`src/rtl/eth_udp_recv_if.sv`:
```
// eth_udp_recv_if: MII receive nibble stream in, UDP payload byte stream out.
interface eth_udp_recv_if;
  localparam int unsigned NIB_W  = 4;
  localparam int unsigned BYTE_W = 8;

  logic              rx_stb;
  logic              rx_dv;
  logic [NIB_W-1:0]  rx_d;
  logic [BYTE_W-1:0] d;
  logic              d_valid;
  logic              d_last;

  // PHY/stimulus side drives nibbles and consumes payload bytes
  modport master (output rx_stb, rx_dv, rx_d, input d, d_valid, d_last);
  // Receiver side
  modport slave  (input rx_stb, rx_dv, rx_d, output d, d_valid, d_last);
endinterface

```
`src/rtl/eth_udp_recv.sv`:
```
// eth_udp_recv: strips preamble/SFD from the MII nibble stream, filters the
// Ethernet II / IPv4 / UDP headers against local_mac/ip/port and streams the
// UDP payload with a per-frame accept/reject pulse.
// Optional FCS check is enabled by defining ETH_UDP_RECV_CRC_EN.
module eth_udp_recv #(
  parameter bit          ACCEPT_BROADCAST     = 1'b1,
  parameter int unsigned MIN_PREAMBLE_NIBBLES = 1
) (
  input  logic          clk,
  input  logic          rstn,
  eth_udp_recv_if.slave bus,
  input  logic [47:0]   local_mac,
  input  logic [31:0]   local_ip,
  input  logic [15:0]   local_port,
  output logic [47:0]   src_mac,
  output logic [31:0]   src_ip,
  output logic [15:0]   src_port,
  output logic          frame_ok,
  output logic          frame_err,
  output logic          busy
);
  localparam int unsigned IDX_W = 6;
  localparam int unsigned PRE_W = 5;
  localparam int unsigned LEN_W = 16;

  typedef enum logic [2:0] {
    S_IDLE, S_PREAMBLE, S_HEADER, S_PAYLOAD, S_PAD, S_DROP
  } state_t;

  state_t             r_state, w_state_nx;
  logic               r_armed;
  logic [PRE_W-1:0]   r_pre_cnt;
  logic               r_phase;
  logic [3:0]         r_lo;
  logic [IDX_W-1:0]   r_idx;
  logic               r_ucast, r_bcast;
  logic [47:0]        r_sh_mac;
  logic [31:0]        r_sh_ip;
  logic [15:0]        r_sh_port;
  logic [LEN_W-1:0]   r_len, r_rem;
  logic [7:0]         r_d;
  logic               r_d_valid, r_d_last, r_frame_ok, r_frame_err, r_busy;
  logic [47:0]        r_src_mac;
  logic [31:0]        r_src_ip;
  logic [15:0]        r_src_port;

  logic        w_nib, w_end, w_assembling, w_byte_done, w_hdr_byte, w_start, w_sfd;
  logic [7:0]  w_byte;
  logic [47:0] w_mac_sh;
  logic [31:0] w_ip_sh;
  logic [1:0]  w_ip_off;
  logic [7:0]  w_port_byte;
  logic        w_ucast, w_bcast, w_hdr_fail, w_crc_ok;
  logic        w_emit, w_last, w_ok, w_err;

  assign w_nib        = bus.rx_stb && bus.rx_dv;
  assign w_end        = bus.rx_stb && !bus.rx_dv;
  assign w_byte       = {bus.rx_d, r_lo};
  assign w_assembling = (r_state == S_HEADER) || (r_state == S_PAYLOAD) || (r_state == S_PAD);
  assign w_byte_done  = w_nib && r_phase && w_assembling;
  assign w_hdr_byte   = w_byte_done && (r_state == S_HEADER);
  assign w_start      = (r_state == S_IDLE) && w_nib && r_armed && (bus.rx_d == 4'h5);
  assign w_sfd        = (r_state == S_PREAMBLE) && w_nib && (bus.rx_d == 4'hD) &&
                        ({27'd0, r_pre_cnt} >= MIN_PREAMBLE_NIBBLES);

  assign w_mac_sh    = local_mac << {r_idx[2:0], 3'b000};
  assign w_ip_off    = 2'(r_idx - 6'd30);
  assign w_ip_sh     = local_ip << {w_ip_off, 3'b000};
  assign w_port_byte = r_idx[0] ? local_port[7:0] : local_port[15:8];

`ifdef ETH_UDP_RECV_CRC_EN
  localparam logic [31:0] CRC_RESIDUE = 32'hDEBB20E3;
  logic [31:0] r_crc;

  function automatic logic [31:0] crc_step(input logic [31:0] c, input logic [7:0] b);
    logic [31:0] x;
    x = c ^ {24'd0, b};
    for (int i = 0; i < 8; i++) x = x[0] ? ((x >> 1) ^ 32'hEDB88320) : (x >> 1);
    return x;
  endfunction

  // Reflected CRC-32 over every byte from dst MAC through FCS
  always_ff @(posedge clk or negedge rstn) begin
    if (!rstn)            r_crc <= '0;
    else if (w_sfd)       r_crc <= '1;
    else if (w_byte_done) r_crc <= crc_step(r_crc, w_byte);
  end
  assign w_crc_ok = (r_crc == CRC_RESIDUE);
`else
  assign w_crc_ok = 1'b1;
`endif

  // Header byte filter for the byte completing this strobe
  always_comb begin
    w_ucast    = 1'b0;
    w_bcast    = 1'b0;
    w_hdr_fail = 1'b0;
    if (r_idx <= 6'd5) begin
      w_ucast    = ((r_idx == '0) || r_ucast) && (w_byte == w_mac_sh[47:40]);
      w_bcast    = ACCEPT_BROADCAST && ((r_idx == '0) || r_bcast) && (w_byte == 8'hFF);
      w_hdr_fail = !(w_ucast || w_bcast);
    end else begin
      case (r_idx)
        6'd12:                      w_hdr_fail = (w_byte != 8'h08);
        6'd13:                      w_hdr_fail = (w_byte != 8'h00);
        6'd14:                      w_hdr_fail = (w_byte != 8'h45);
        6'd23:                      w_hdr_fail = (w_byte != 8'h11);
        6'd30, 6'd31, 6'd32, 6'd33: w_hdr_fail = (w_byte != w_ip_sh[31:24]);
        6'd36, 6'd37:               w_hdr_fail = (w_byte != w_port_byte);
        6'd39:                      w_hdr_fail = ({r_len[7:0], w_byte} < 16'd8);
        default:                    w_hdr_fail = 1'b0;
      endcase
    end
  end

  // State register
  always_ff @(posedge clk or negedge rstn) begin
    if (!rstn) r_state <= S_IDLE;
    else       r_state <= w_state_nx;
  end

  // Next-state logic; every transition is qualified by rx_stb
  always_comb begin
    w_state_nx = r_state;
    if (bus.rx_stb) begin
      case (r_state)
        S_IDLE:     if (bus.rx_dv && r_armed) w_state_nx = (bus.rx_d == 4'h5) ? S_PREAMBLE : S_DROP;
        S_PREAMBLE: if (!bus.rx_dv)             w_state_nx = S_IDLE;
                    else if (w_sfd)             w_state_nx = S_HEADER;
                    else if (bus.rx_d != 4'h5)  w_state_nx = S_DROP;
        S_HEADER:   if (!bus.rx_dv)             w_state_nx = S_IDLE;
                    else if (w_hdr_byte) begin
                      if (w_hdr_fail)           w_state_nx = S_DROP;
                      else if (r_idx == 6'd41)  w_state_nx = (r_len == 16'd8) ? S_PAD : S_PAYLOAD;
                    end
        S_PAYLOAD:  if (!bus.rx_dv)             w_state_nx = S_IDLE;
                    else if (w_byte_done && (r_rem == 16'd1)) w_state_nx = S_PAD;
        S_PAD,
        S_DROP:     if (!bus.rx_dv)             w_state_nx = S_IDLE;
        default:                                w_state_nx = S_IDLE;
      endcase
    end
  end

  // Output decode: payload emission and end-of-frame verdict
  always_comb begin
    w_emit = 1'b0;
    w_last = 1'b0;
    w_ok   = 1'b0;
    w_err  = 1'b0;
    if ((r_state == S_PAYLOAD) && w_byte_done) begin
      w_emit = 1'b1;
      w_last = (r_rem == 16'd1);
    end
    if (w_end) begin
      if (r_state == S_PAD) begin
        w_ok  = !r_phase && w_crc_ok;
        w_err = !w_ok;
      end else if (r_state == S_PAYLOAD) begin
        w_err = 1'b1;
      end
    end
  end

  // Datapath: nibble assembly, header shadows, counters and registered outputs
  always_ff @(posedge clk or negedge rstn) begin
    if (!rstn) begin
      r_armed     <= 1'b0;
      r_pre_cnt   <= '0;
      r_phase     <= 1'b0;
      r_lo        <= '0;
      r_idx       <= '0;
      r_ucast     <= 1'b0;
      r_bcast     <= 1'b0;
      r_sh_mac    <= '0;
      r_sh_ip     <= '0;
      r_sh_port   <= '0;
      r_len       <= '0;
      r_rem       <= '0;
      r_d         <= '0;
      r_d_valid   <= 1'b0;
      r_d_last    <= 1'b0;
      r_frame_ok  <= 1'b0;
      r_frame_err <= 1'b0;
      r_busy      <= 1'b0;
      r_src_mac   <= '0;
      r_src_ip    <= '0;
      r_src_port  <= '0;
    end else begin
      r_d_valid   <= w_emit;
      r_d_last    <= w_last;
      r_frame_ok  <= w_ok;
      r_frame_err <= w_err;
      r_busy      <= (w_state_nx != S_IDLE);
      if (w_emit) r_d <= w_byte;
      if (w_end)  r_armed <= 1'b1;

      if (w_start) r_pre_cnt <= PRE_W'(1);
      else if ((r_state == S_PREAMBLE) && w_nib && (bus.rx_d == 4'h5) && (r_pre_cnt != '1))
        r_pre_cnt <= r_pre_cnt + PRE_W'(1);

      if (w_sfd || w_end) r_phase <= 1'b0;
      else if (w_nib && w_assembling) begin
        r_phase <= !r_phase;
        if (!r_phase) r_lo <= bus.rx_d;
      end

      if (w_sfd) r_idx <= '0;
      else if (w_hdr_byte) begin
        r_idx   <= r_idx + IDX_W'(1);
        r_ucast <= w_ucast;
        r_bcast <= w_bcast;
        if ((r_idx >= 6'd6) && (r_idx <= 6'd11))  r_sh_mac  <= {r_sh_mac[39:0], w_byte};
        if ((r_idx >= 6'd26) && (r_idx <= 6'd29)) r_sh_ip   <= {r_sh_ip[23:0], w_byte};
        if ((r_idx == 6'd34) || (r_idx == 6'd35)) r_sh_port <= {r_sh_port[7:0], w_byte};
        if ((r_idx == 6'd38) || (r_idx == 6'd39)) r_len     <= {r_len[7:0], w_byte};
        if (r_idx == 6'd41)                       r_rem     <= r_len - LEN_W'(8);
      end else if (w_emit) begin
        r_rem <= r_rem - LEN_W'(1);
      end

      if (w_ok) begin
        r_src_mac  <= r_sh_mac;
        r_src_ip   <= r_sh_ip;
        r_src_port <= r_sh_port;
      end
    end
  end

  assign bus.d       = r_d;
  assign bus.d_valid = r_d_valid;
  assign bus.d_last  = r_d_last;
  assign frame_ok    = r_frame_ok;
  assign frame_err   = r_frame_err;
  assign busy        = r_busy;
  assign src_mac     = r_src_mac;
  assign src_ip      = r_src_ip;
  assign src_port    = r_src_port;
endmodule

```
`src/flat_wrapper.sv`:
```
// flat-port wrapper written by rule: the top's interface ports become plain ports
module eth_udp_recv_flat 
#(
  parameter bit          ACCEPT_BROADCAST     = 1'b1,
  parameter int unsigned MIN_PREAMBLE_NIBBLES = 1
)
  (clk, rstn, local_mac, local_ip, local_port, src_mac, src_ip, src_port, frame_ok, frame_err, busy, bus_rx_stb, bus_rx_dv, bus_rx_d, bus_d, bus_d_valid, bus_d_last);
  eth_udp_recv_if bus_i ();
  input  logic clk;
  input  logic rstn;
  input  logic [47:0] local_mac;
  input  logic [31:0] local_ip;
  input  logic [15:0] local_port;
  output logic [47:0] src_mac;
  output logic [31:0] src_ip;
  output logic [15:0] src_port;
  output logic frame_ok;
  output logic frame_err;
  output logic busy;
  input wire logic [$bits(bus_i.rx_stb)-1:0] bus_rx_stb;
  input wire logic [$bits(bus_i.rx_dv)-1:0] bus_rx_dv;
  input wire logic [$bits(bus_i.rx_d)-1:0] bus_rx_d;
  output wire logic [$bits(bus_i.d)-1:0] bus_d;
  output wire logic [$bits(bus_i.d_valid)-1:0] bus_d_valid;
  output wire logic [$bits(bus_i.d_last)-1:0] bus_d_last;
  assign bus_i.rx_stb = bus_rx_stb;
  assign bus_i.rx_dv = bus_rx_dv;
  assign bus_i.rx_d = bus_rx_d;
  assign bus_d = bus_i.d;
  assign bus_d_valid = bus_i.d_valid;
  assign bus_d_last = bus_i.d_last;
  eth_udp_recv #(.ACCEPT_BROADCAST(ACCEPT_BROADCAST), .MIN_PREAMBLE_NIBBLES(MIN_PREAMBLE_NIBBLES)) u_core (.clk(clk), .rstn(rstn), .bus(bus_i), .local_mac(local_mac), .local_ip(local_ip), .local_port(local_port), .src_mac(src_mac), .src_ip(src_ip), .src_port(src_port), .frame_ok(frame_ok), .frame_err(frame_err), .busy(busy));
endmodule
```
`config.mk`:
```
export PLATFORM = sky130hd
export DESIGN_NAME = eth_udp_recv_flat
export DESIGN_NICKNAME = d
export VERILOG_FILES = /design/src/rtl/eth_udp_recv_if.sv /design/src/rtl/eth_udp_recv.sv /design/src/flat_wrapper.sv
export SDC_FILE = /design/constraint.sdc
export NUM_CORES = 1
export LEC_CHECK = 0
export CORE_MARGIN = 1
export CORE_UTILIZATION = 57
export DETAILED_ROUTE_END_ITERATION = 6
export PLACE_DENSITY = 0.85
export SLEW_MARGIN = 5
export SYNTH_ARGS = -nofsm -noshare
export SYNTH_HDL_FRONTEND = slang
export SYNTH_SLANG_ARGS = --single-unit
```
`constraint.sdc`:
```
create_clock -name clk -period 5.8 [get_ports clk]
set_input_delay 1.16 -clock clk [delete_from_list [all_inputs] [get_ports clk]]
set_output_delay 1.16 -clock clk [all_outputs]
set_load 0.05 [all_outputs]
```
==> results of run 1 <==
==> per-stage QoR <==
stage / worst slack [ns] / instance area (µm²) / utilization [%] / hold WS [ns] / power [mW]
floorplan: 2.60 / 12200 / - / 0.433 / 2.12
global placement: 1.61 / 14500 / 68.9 / 0.443 / 2.31
detailed placement: 1.50 / 14500 / 68.9 / 0.449 / 2.32
CTS: 2.03 / 15300 / 73.0 / 0.462 / 4.00
global route: 1.75 / 15300 / 73.0 / 0.491 / 4.10
finish: 1.97 / 15300 / 73.0 / 0.468 / 3.98
==> routing by layer <==
layer  share of wire, %  vias up  global-route usage [%]
li1                   -     4348                       -
met1                 41     4807                    40.2
met2                 51      365                    50.2
met3                5.9       78                    4.17
met4                2.7        0                    9.28
met5                  0        -                       0
==> worst reg2reg max path, stage by stage (launching register included) <==
cell and delay, ns:
dfrtp_1 0.50, or3b_2 0.55, or3_4 0.75, inv_2 1.06
buf_4 0.40, nand2_1 0.08, nand2_1 0.07
==> synthesized netlist by cell type (all sizes together) (13+ instances only) <==
master / count / area share, %
nand3: 19 / 0.78
nand2: 326 / 10
buf: 25 / 1.3
o21ai: 29 / 1.2
nor2: 51 / 1.6
mux2: 134 / 12
nor3: 24 / 1.2
xnor2: 18 / 1.3
inv: 16 / 0.49
clkbuf: 42 / 1.3
mux2i: 18 / 1.5
a21oi: 22 / 0.90
xor2: 13 / 0.93
dfrtp: 259 / 53
==> cells by family after synthesis <==
family                   after synthesis  synth area share, %
adder cells (fa/ha/maj)               11                 1.13
flip-flops                           259                 53.1
XOR/XNOR                              31                 2.22
AO/OA/AOI/OAI                        117                 6.85
multiplexers                         163                 16.1
AND/OR/NAND/NOR                      489                 17.5
buffers and inverters                 84                 3.13
==> sequential cells by signal, indices dropped and copies added (netlist names), 3 cells and up <==
signal            cells
u_core.bus.d          8
u_core.r_idx          6
u_core.r_len         16
u_core.r_lo           4
u_core.r_pre_cnt      5
u_core.r_rem         16
u_core.r_sh_ip       32
u_core.r_sh_mac      48
u_core.r_sh_port     16
u_core.r_state        3
u_core.src_ip        32
u_core.src_mac       48
u_core.src_port      16
==> worst max-delay path by stage <==
stage / start / endpoint / slack [ns] / depth (start not counted)
2_1_floorplan: bus_rx_stb / u_core.r_sh_port[10] / 2.60 / 7
3_3_place_gp: bus_rx_stb / u_core.src_port[8] / 1.61 / 7
3_5_place_dp: bus_rx_stb / u_core.src_port[1] / 1.50 / 7
4_1_cts: bus_rx_stb / u_core.src_port[1] / 2.03 / 7
5_1_grt: bus_rx_stb / u_core.src_port[2] / 1.75 / 7
6_report: bus_rx_stb / u_core.r_sh_port[2] / 1.97 / 5
==> area by class of cell <==
type / instances / area (µm²) / area share, %
tap: 275 / 344 / 2.24
inverter: 17 / 63.8 / 0.416
multi-input combinational: 811 / 5370 / 35.0
clock inverter: 7 / 97.6 / 0.636
timing repair buffer: 226 / 2230 / 14.5
sequential: 259 / 6480 / 42.2
clock buffer: 40 / 754 / 4.92
==> power by group <==
group / switching (mW) / internal (mW) / total (mW)
Combinational: 0.196 / 0.169 / 0.365
Clock: 0.690 / 0.987 / 1.68
Sequential: 0.103 / 1.83 / 1.94
==> results.toml, run 1 <==
[status]
status = "finished clean"

[clock_network]
cts.htree.levels = 1
clock_latency_ns = 0.52
clockBufferDepth = 3
holdBufCountCts = 0
clk_pin_slew_worst_paths_ns = 0.06
cts-root-buf = "clkbuf_16"
cts_setup_buffers = 0
cts.sinks = 259
cts_resized = 0
cts_inserted_buffers = 26
tritoncts = "yes"

[logic_synthesis]
post_synth_num_cell_types = 79
synthArstFlopShare_pct = 100
synth_warnings = 0
syn-instance-count = 1154
synth-edff-count = 0
ys_ff_latch = 259
syn_area_mm2 = 0.0122
syn_area_per_cell_um2 = 10.6
synth_fp_nets = 1269
ys_seq_area_share_pct = 53.1
synth-main-ff-cell = "dfrtp_1"

[min_path]
whs_endpoint = "u_core.src_ip[26]"
hold_class = "reg2reg"
hold_depth = 2
hp-start = "u_core.r_sh_ip[26]"

[worst_setup_path]
worst-r2r-setup-slack_ns = 2.33
crit_chain = "clkdlybuf4s50_1, nand3_1, or3_1, nor4_4, mux2_2"
worstPathArrival_ns = 4.22
cp.required_ns = 6.19
path_buf_inv = 1
rr_endpoint = "u_core.src_mac[41]"
r2r_cells = 6
cp_slowest_cell = "nor4_4"
crit_family = "simple AND/OR/NAND/NOR gates"
crit_path_start_kind = "primary input"
reg2reg_from = "u_core.r_state[0]"
crit_type = "in2reg"
cp-end-kind = "flop"
critPathMaxFanout = 22
slowest_delay_ns = 1.04

[place]
gp_congestion = 0.950
dp_hpwl_um = 20900
port_buffers = 212
dp.cells = 1588

[detailed_routing]
vias = 9598
ant_nets = 0
route.detailed.drc = 0
drt_iter0_markers = 793
wl_per_cell_um = 19.6
routed_wl_um = 32000
viasPerCell = 5.87
dr.pass1.iters = 5

[timing]
finalSetupTns_ns = 0
fin_skew_ns = 0.00989
hold_viol = 0
final-max-slew-violation-count = 0
min_period_over_period_pct = 66.0
fmax_mhz = 261
rsz0062_at_grt = "false"
finalCriticalPeriod_ns = 3.83
setup_viol = 0
slew_headroom_pct = 24.2
worstMarginPinSlew_ns = 1.14

[cells_and_area]
final_common_cell = "nand2_1"
layout-drive-gt1-share_pct = 15.5
antenna_cells = 0
synthToLayoutAreaGrowth_pct = 25.7
nets = 1456
mostFrequentLayoutCells = "nand2_1 (326), dfrtp_1 (258), clkdlybuf4s50_1 (211)"
fillCellCount = 1371
stdcell_count = 1635

[global_routing]
grt_max_degree = 98
grt_use_total_pct = 29.8
grt_remaining_overflow = 0
grt_pass1_wl_um = 51300
grt_pass1_vias = 9689
antenna_found_initial = 0

[floorplan]
pin_count = 213
core-area_mm2 = 0.0210
die_w_um = 148
die_y_um = 148
start_util_pct = 58.1
rows = 53
dieArea_mm2 = 0.0220

[pwr]
powerDensity_mw_per_mm2 = 259
p_leak_nw = 7.36
vdd_drop_max_v = 0.000173

[job]
cap_violations = 0
(Power assumes the default switching activity.)
==> inputs of run 2 (changes only) <==
- CORE_UTILIZATION: 57 -> 48
- PLACE_DENSITY: 0.85 -> 0.77
- clock period: 5.8 -> 3.25 ns (I/O delays scaled with it)
==> results.toml, run 2 (synthesis results as in run 1) <==
[global_routing]
grt_use_total_pct = 24.1
grt_remaining_overflow = 0
grt_pass1_wl_um = 50100
grt_max_degree = 98
grt_pass1_vias = 9372
antenna_found_initial = 0

[place]
gp_congestion = 0.896
port_buffers = 212
dp.cells = 1670
dp_hpwl_um = 21200

[timing]
slew_headroom_pct = 31.5
fmax_mhz = 338
setup_viol = 0
final-max-slew-violation-count = 0
min_period_over_period_pct = 91.2
finalCriticalPeriod_ns = 2.96
whs_ns = 0.108
finalSetupTns_ns = 0
hold_viol = 0
worstMarginPinSlew_ns = 1.03
fin_skew_ns = 0.0209
rsz0062_at_grt = "false"

[floorplan]
die_w_um = 161
start_util_pct = 48.8
die_y_um = 161
core-area_mm2 = 0.0250
dieArea_mm2 = 0.0261
rows = 58
pin_count = 213

[worst_setup_path]
slowest_delay_ns = 0.43
cp-end-kind = "flop"
crit_path_start_kind = "flop"
crit_chain = "inv_1, ha_1, nor2_1, o32ai_2, buf_4, a221oi_1, xnor2_1, nor3_2, nand3_1, a31oi_1, o211ai_2"
cp_slowest_cell = "dfrtp_1"
cp.required_ns = 3.67
reg2reg_from = "u_core.r_idx[1]"
critPathLaunch = "u_core.r_idx[1]"
crit_type = "reg2reg"
critPathMaxFanout = 6
worstPathArrival_ns = 3.38

[clock_network]
cts.htree.levels = 1
clock_latency_ns = 0.55
holdBufCountCts = 0
clk_pin_slew_worst_paths_ns = 0.06
cts.sinks = 259
clockBufferDepth = 3
cts-root-buf = "clkbuf_16"
cts_inserted_buffers = 27
cts_resized = 0
tritoncts = "yes"
cts_setup_buffers = 0

[detailed_routing]
wl_per_cell_um = 17.9
drt_iter0_markers = 769
vias = 9443
route.detailed.drc = 0
routed_wl_um = 30800
viasPerCell = 5.49
ant_nets = 0
dr.pass1.iters = 6

[status]
status = "finished clean"

[cells_and_area]
nets = 1484
stdcell_count = 1720
synthToLayoutAreaGrowth_pct = 30.3
layout-drive-gt1-share_pct = 17.9
mostFrequentLayoutCells = "nand2_1 (326), dfrtp_1 (258), clkdlybuf4s50_1 (211)"
antenna_cells = 0
final_common_cell = "nand2_1"

[job]
cap_violations = 0

[pwr]
p_leak_nw = 7.63
seqPwrFrac_pct = 43.0
p_int_mw = 5.97
comb_power_share_pct = 10.0
power_mw = 7.84
power_frac_clock_pct = 47.0
power.net_switching_mw = 1.87
vdd_drop_max_v = 0.000362
powerDensity_mw_per_mm2 = 493
swShare_pct = 23.9

[min_path]
hold_class = "in2async"
==> run 2: changes by cell type in the layout (fill, tap and decap cells not counted), sizes merged <==
| cell | before | now |
|---|---|---|
| buf | 15 | 42 |
| bufinv | 2 | 9 |
| clkbuf | 40 | 33 |
| clkinv | 4 | 6 |
| inv | 17 | 18 |
==> run 2: critical path, delay by kind of cell, from the launching register on <==
family	cells	cell delay, ns
buffers and inverters	2	0.33
AOI/OAI and AO/OA	4	0.97
xor gates and xnor gates	1	0.13
and+or+nand+nor	3	0.67
DFF	1	0.43
adders and majority gates	1	0.30
==> run 2: final timing paths <==
path                                  endpoint  slack (ns)  depth (start not counted)
setup / recovery                   u_core.busy        0.29                         11
hold / removal             u_core.r_sh_mac[42]        0.11                          1
setup reg to reg                   u_core.busy        0.29                         11
hold reg to reg            u_core.src_port[10]        0.45                          2
max in group asynchronous  u_core.r_sh_port[4]        2.23                          2
min in group clk           u_core.src_port[10]        0.45                          2
==> run 2: per-layer routing <==
| metal | global-route usage (%) | vias to the layer above | part of all wire, % |
|---|---|---|---|
| li1 | - | 4395 | - |
| met1 | 33.1 | 4662 | 43 |
| met2 | 39.5 | 310 | 48 |
| met3 | 3.78 | 76 | 5.3 |
| met4 | 7.16 | 0 | 2.8 |
| met5 | 0 | - | 0 |
==> run 2: stage by stage <==
stage	instance area (µm²)	worst slack (ns)	utilization, %
3_3_place_gp	14800	0.0984	59.2
4_1_cts	15900	0.326	63.5
2_1_floorplan	12200	0.398	-
3_5_place_dp	14800	0.0671	59.2
5_1_grt	15900	0.0919	63.5
6_report	15900	0.287	63.5
==> run 2: layout make-up <==
| type | instances | area, µm² |
|---|---|---|
| well taps | 330 | 413 |
| multi-input cells | 811 | 5370 |
| fillers | 1947 | 9130 |
| inverters | 17 | 65.1 |
| clock inverters | 17 | 339 |
| repair buffers | 253 | 2500 |
| flip-flops and latches | 259 | 6480 |
| clock buffers | 33 | 738 |
==> run 2: power groups by stage <==
stage | Sequential [mW] | Combinational (mW) | Clock (mW)
3_5_place_dp | 3.43 | 0.784 | 0
5_1_grt | 3.38 | 0.852 | 3.88
2_1_floorplan | 3.38 | 0.407 | 0
3_3_place_gp | 3.43 | 0.774 | 0
4_1_cts | 3.37 | 0.787 | 3.74
6_report | 3.38 | 0.784 | 3.68
==> inputs of run 3 (changes only) <==
- MAX_ROUTING_LAYER: unset -> met4
- SKIP_LAST_GASP: unset -> 1
==> results.toml, run 3 (synthesis results as in run 1) <==
[global_routing]
grt_use_total_pct = 24.6
grt_max_degree = 97
grt_pass1_vias = 9438
grt_remaining_overflow = 0
grt_pass1_wl_um = 49700
antenna_found_initial = 0

[timing]
finalSetupTns_ns = 0
final-max-slew-violation-count = 0
slew_headroom_pct = 33.4
worstMarginPinSlew_ns = 0.999
fin_skew_ns = 0.0132
setup_viol = 0
rsz0062_at_grt = "false"
min_period_over_period_pct = 91.0
finalCriticalPeriod_ns = 2.96
setup_slack_ns = 0.294
hold_viol = 0
fmax_mhz = 338

[detailed_routing]
wl_per_cell_um = 17.6
dr.pass1.iters = 7
viasPerCell = 5.47
ant_nets = 0
routed_wl_um = 30300
drt_iter0_markers = 661
route.detailed.drc = 0
vias = 9407

[floorplan]
pin_count = 213
core-area_mm2 = 0.0250
dieArea_mm2 = 0.0261
start_util_pct = 48.8
die_y_um = 161
die_w_um = 161
rows = 58

[cells_and_area]
layout-drive-gt1-share_pct = 17.9
final_common_cell = "nand2_1"
antenna_cells = 0
multi_input_area_mm2 = 0.00538
nets = 1489
synthToLayoutAreaGrowth_pct = 28.6
mostFrequentLayoutCells = "nand2_1 (326), dfrtp_1 (258), clkdlybuf4s50_1 (211)"
ff_latch_area_mm2 = 0.00648
stdcell_count = 1719
fillCellCount = 1977

[job]
cap_violations = 0

[clock_network]
tritoncts = "yes"
holdBufCountCts = 0
clk_pin_slew_worst_paths_ns = 0.07
cts-root-buf = "clkbuf_16"
cts_inserted_buffers = 26
clock_latency_ns = 0.52
cts.htree.levels = 1
clockBufferDepth = 3
cts.sinks = 259

[pwr]
vdd_drop_max_v = 0.000373
p_leak_nw = 7.53
powerDensity_mw_per_mm2 = 446

[worst_setup_path]
crit_type = "reg2reg"
crit_path_start_kind = "flop"
worstPathArrival_ns = 3.35
reg2reg_from = "u_core.r_idx[0]"
cp-end-kind = "flop"
worst-r2r-setup-slack_ns = 0.29
critPathMaxFanout = 11
r2r_cells = 11
cp.required_ns = 3.65
rr_endpoint = "u_core.busy"

[place]
dp.cells = 1676
dp_hpwl_um = 21600
place_worst_setup_slack_ns = 0.0870
gp_congestion = 0.935
port_buffers = 212

[min_path]
hold_class = "in2async"

[status]
status = "finished clean"
-- run 3: worst max path at each step --
stage | start | end | slack, ns | cells past startpoint
after floorplan | u_core.r_idx[0] | u_core.busy | 0.40 | 13
after global placement | local_mac[21] | u_core.busy | 0.11 | 9
after detailed placement | local_mac[21] | u_core.busy | 0.09 | 9
after CTS | u_core.r_idx[0] | u_core.busy | 0.26 | 10
after global routing | u_core.r_idx[0] | u_core.busy | 0.02 | 9
final | u_core.r_idx[0] | u_core.busy | 0.29 | 11
-- run 3: final cells by class --
type | instances | area share [%]
timing repair buffer | 259 | 16.2
inverter | 17 | 0.414
clock buffer | 37 | 4.99
multi-input combinational | 811 | 34.2
clock inverter | 6 | 0.223
tap | 330 | 2.63
sequential | 259 | 41.3
-- run 3: power by group --
| part | internal (mW) | switching (mW) |
|---|---|---|
| clock network | 1.66 | 1.19 |
| logic | 0.346 | 0.414 |
| registers | 3.27 | 0.116 |
| total | 5.28 | 1.72 |
-- run 3: metrics by stage --
step                power, mW  instance area (µm²)  hold slack, ns  util, %
floorplan                3.79                12200           0.354        -
global placement         4.20                14900           0.444     59.4
detailed placement       4.21                14900           0.448     59.4
CTS                      7.06                15700           0.166     62.7
global route             7.30                15700           0.192     62.7
finish                   7.00                15700           0.142     62.7
-- run 3: worst max-delay path, cell delays in order (launching register included) --
cell	delay, ns
dfrtp_2	0.53
inv_1	0.18
ha_1	0.30
o211ai_1	0.26
o32ai_2	0.17
buf_4	0.18
a221oi_1	0.35
xnor2_1	0.13
nor3_2	0.25
nand3_1	0.11
a31oi_1	0.26
o211ai_2	0.11
-- run 3: metal layers --
layer / up-vias / part of all wire (%) / global-route usage (%)
met5: - / 0 / -
met2: 262 / 49 / 39.6
met1: 4672 / 44 / 32.5
li1: 4416 / - / -
met3: 57 / 5.4 / 4.03
met4: 0 / 2.1 / 5.96
-- run 3: what timing repair did --
action,CTS,global route
setup endpoints to repair,0,1
setup buffers,0,0
gates resized for setup,0,2
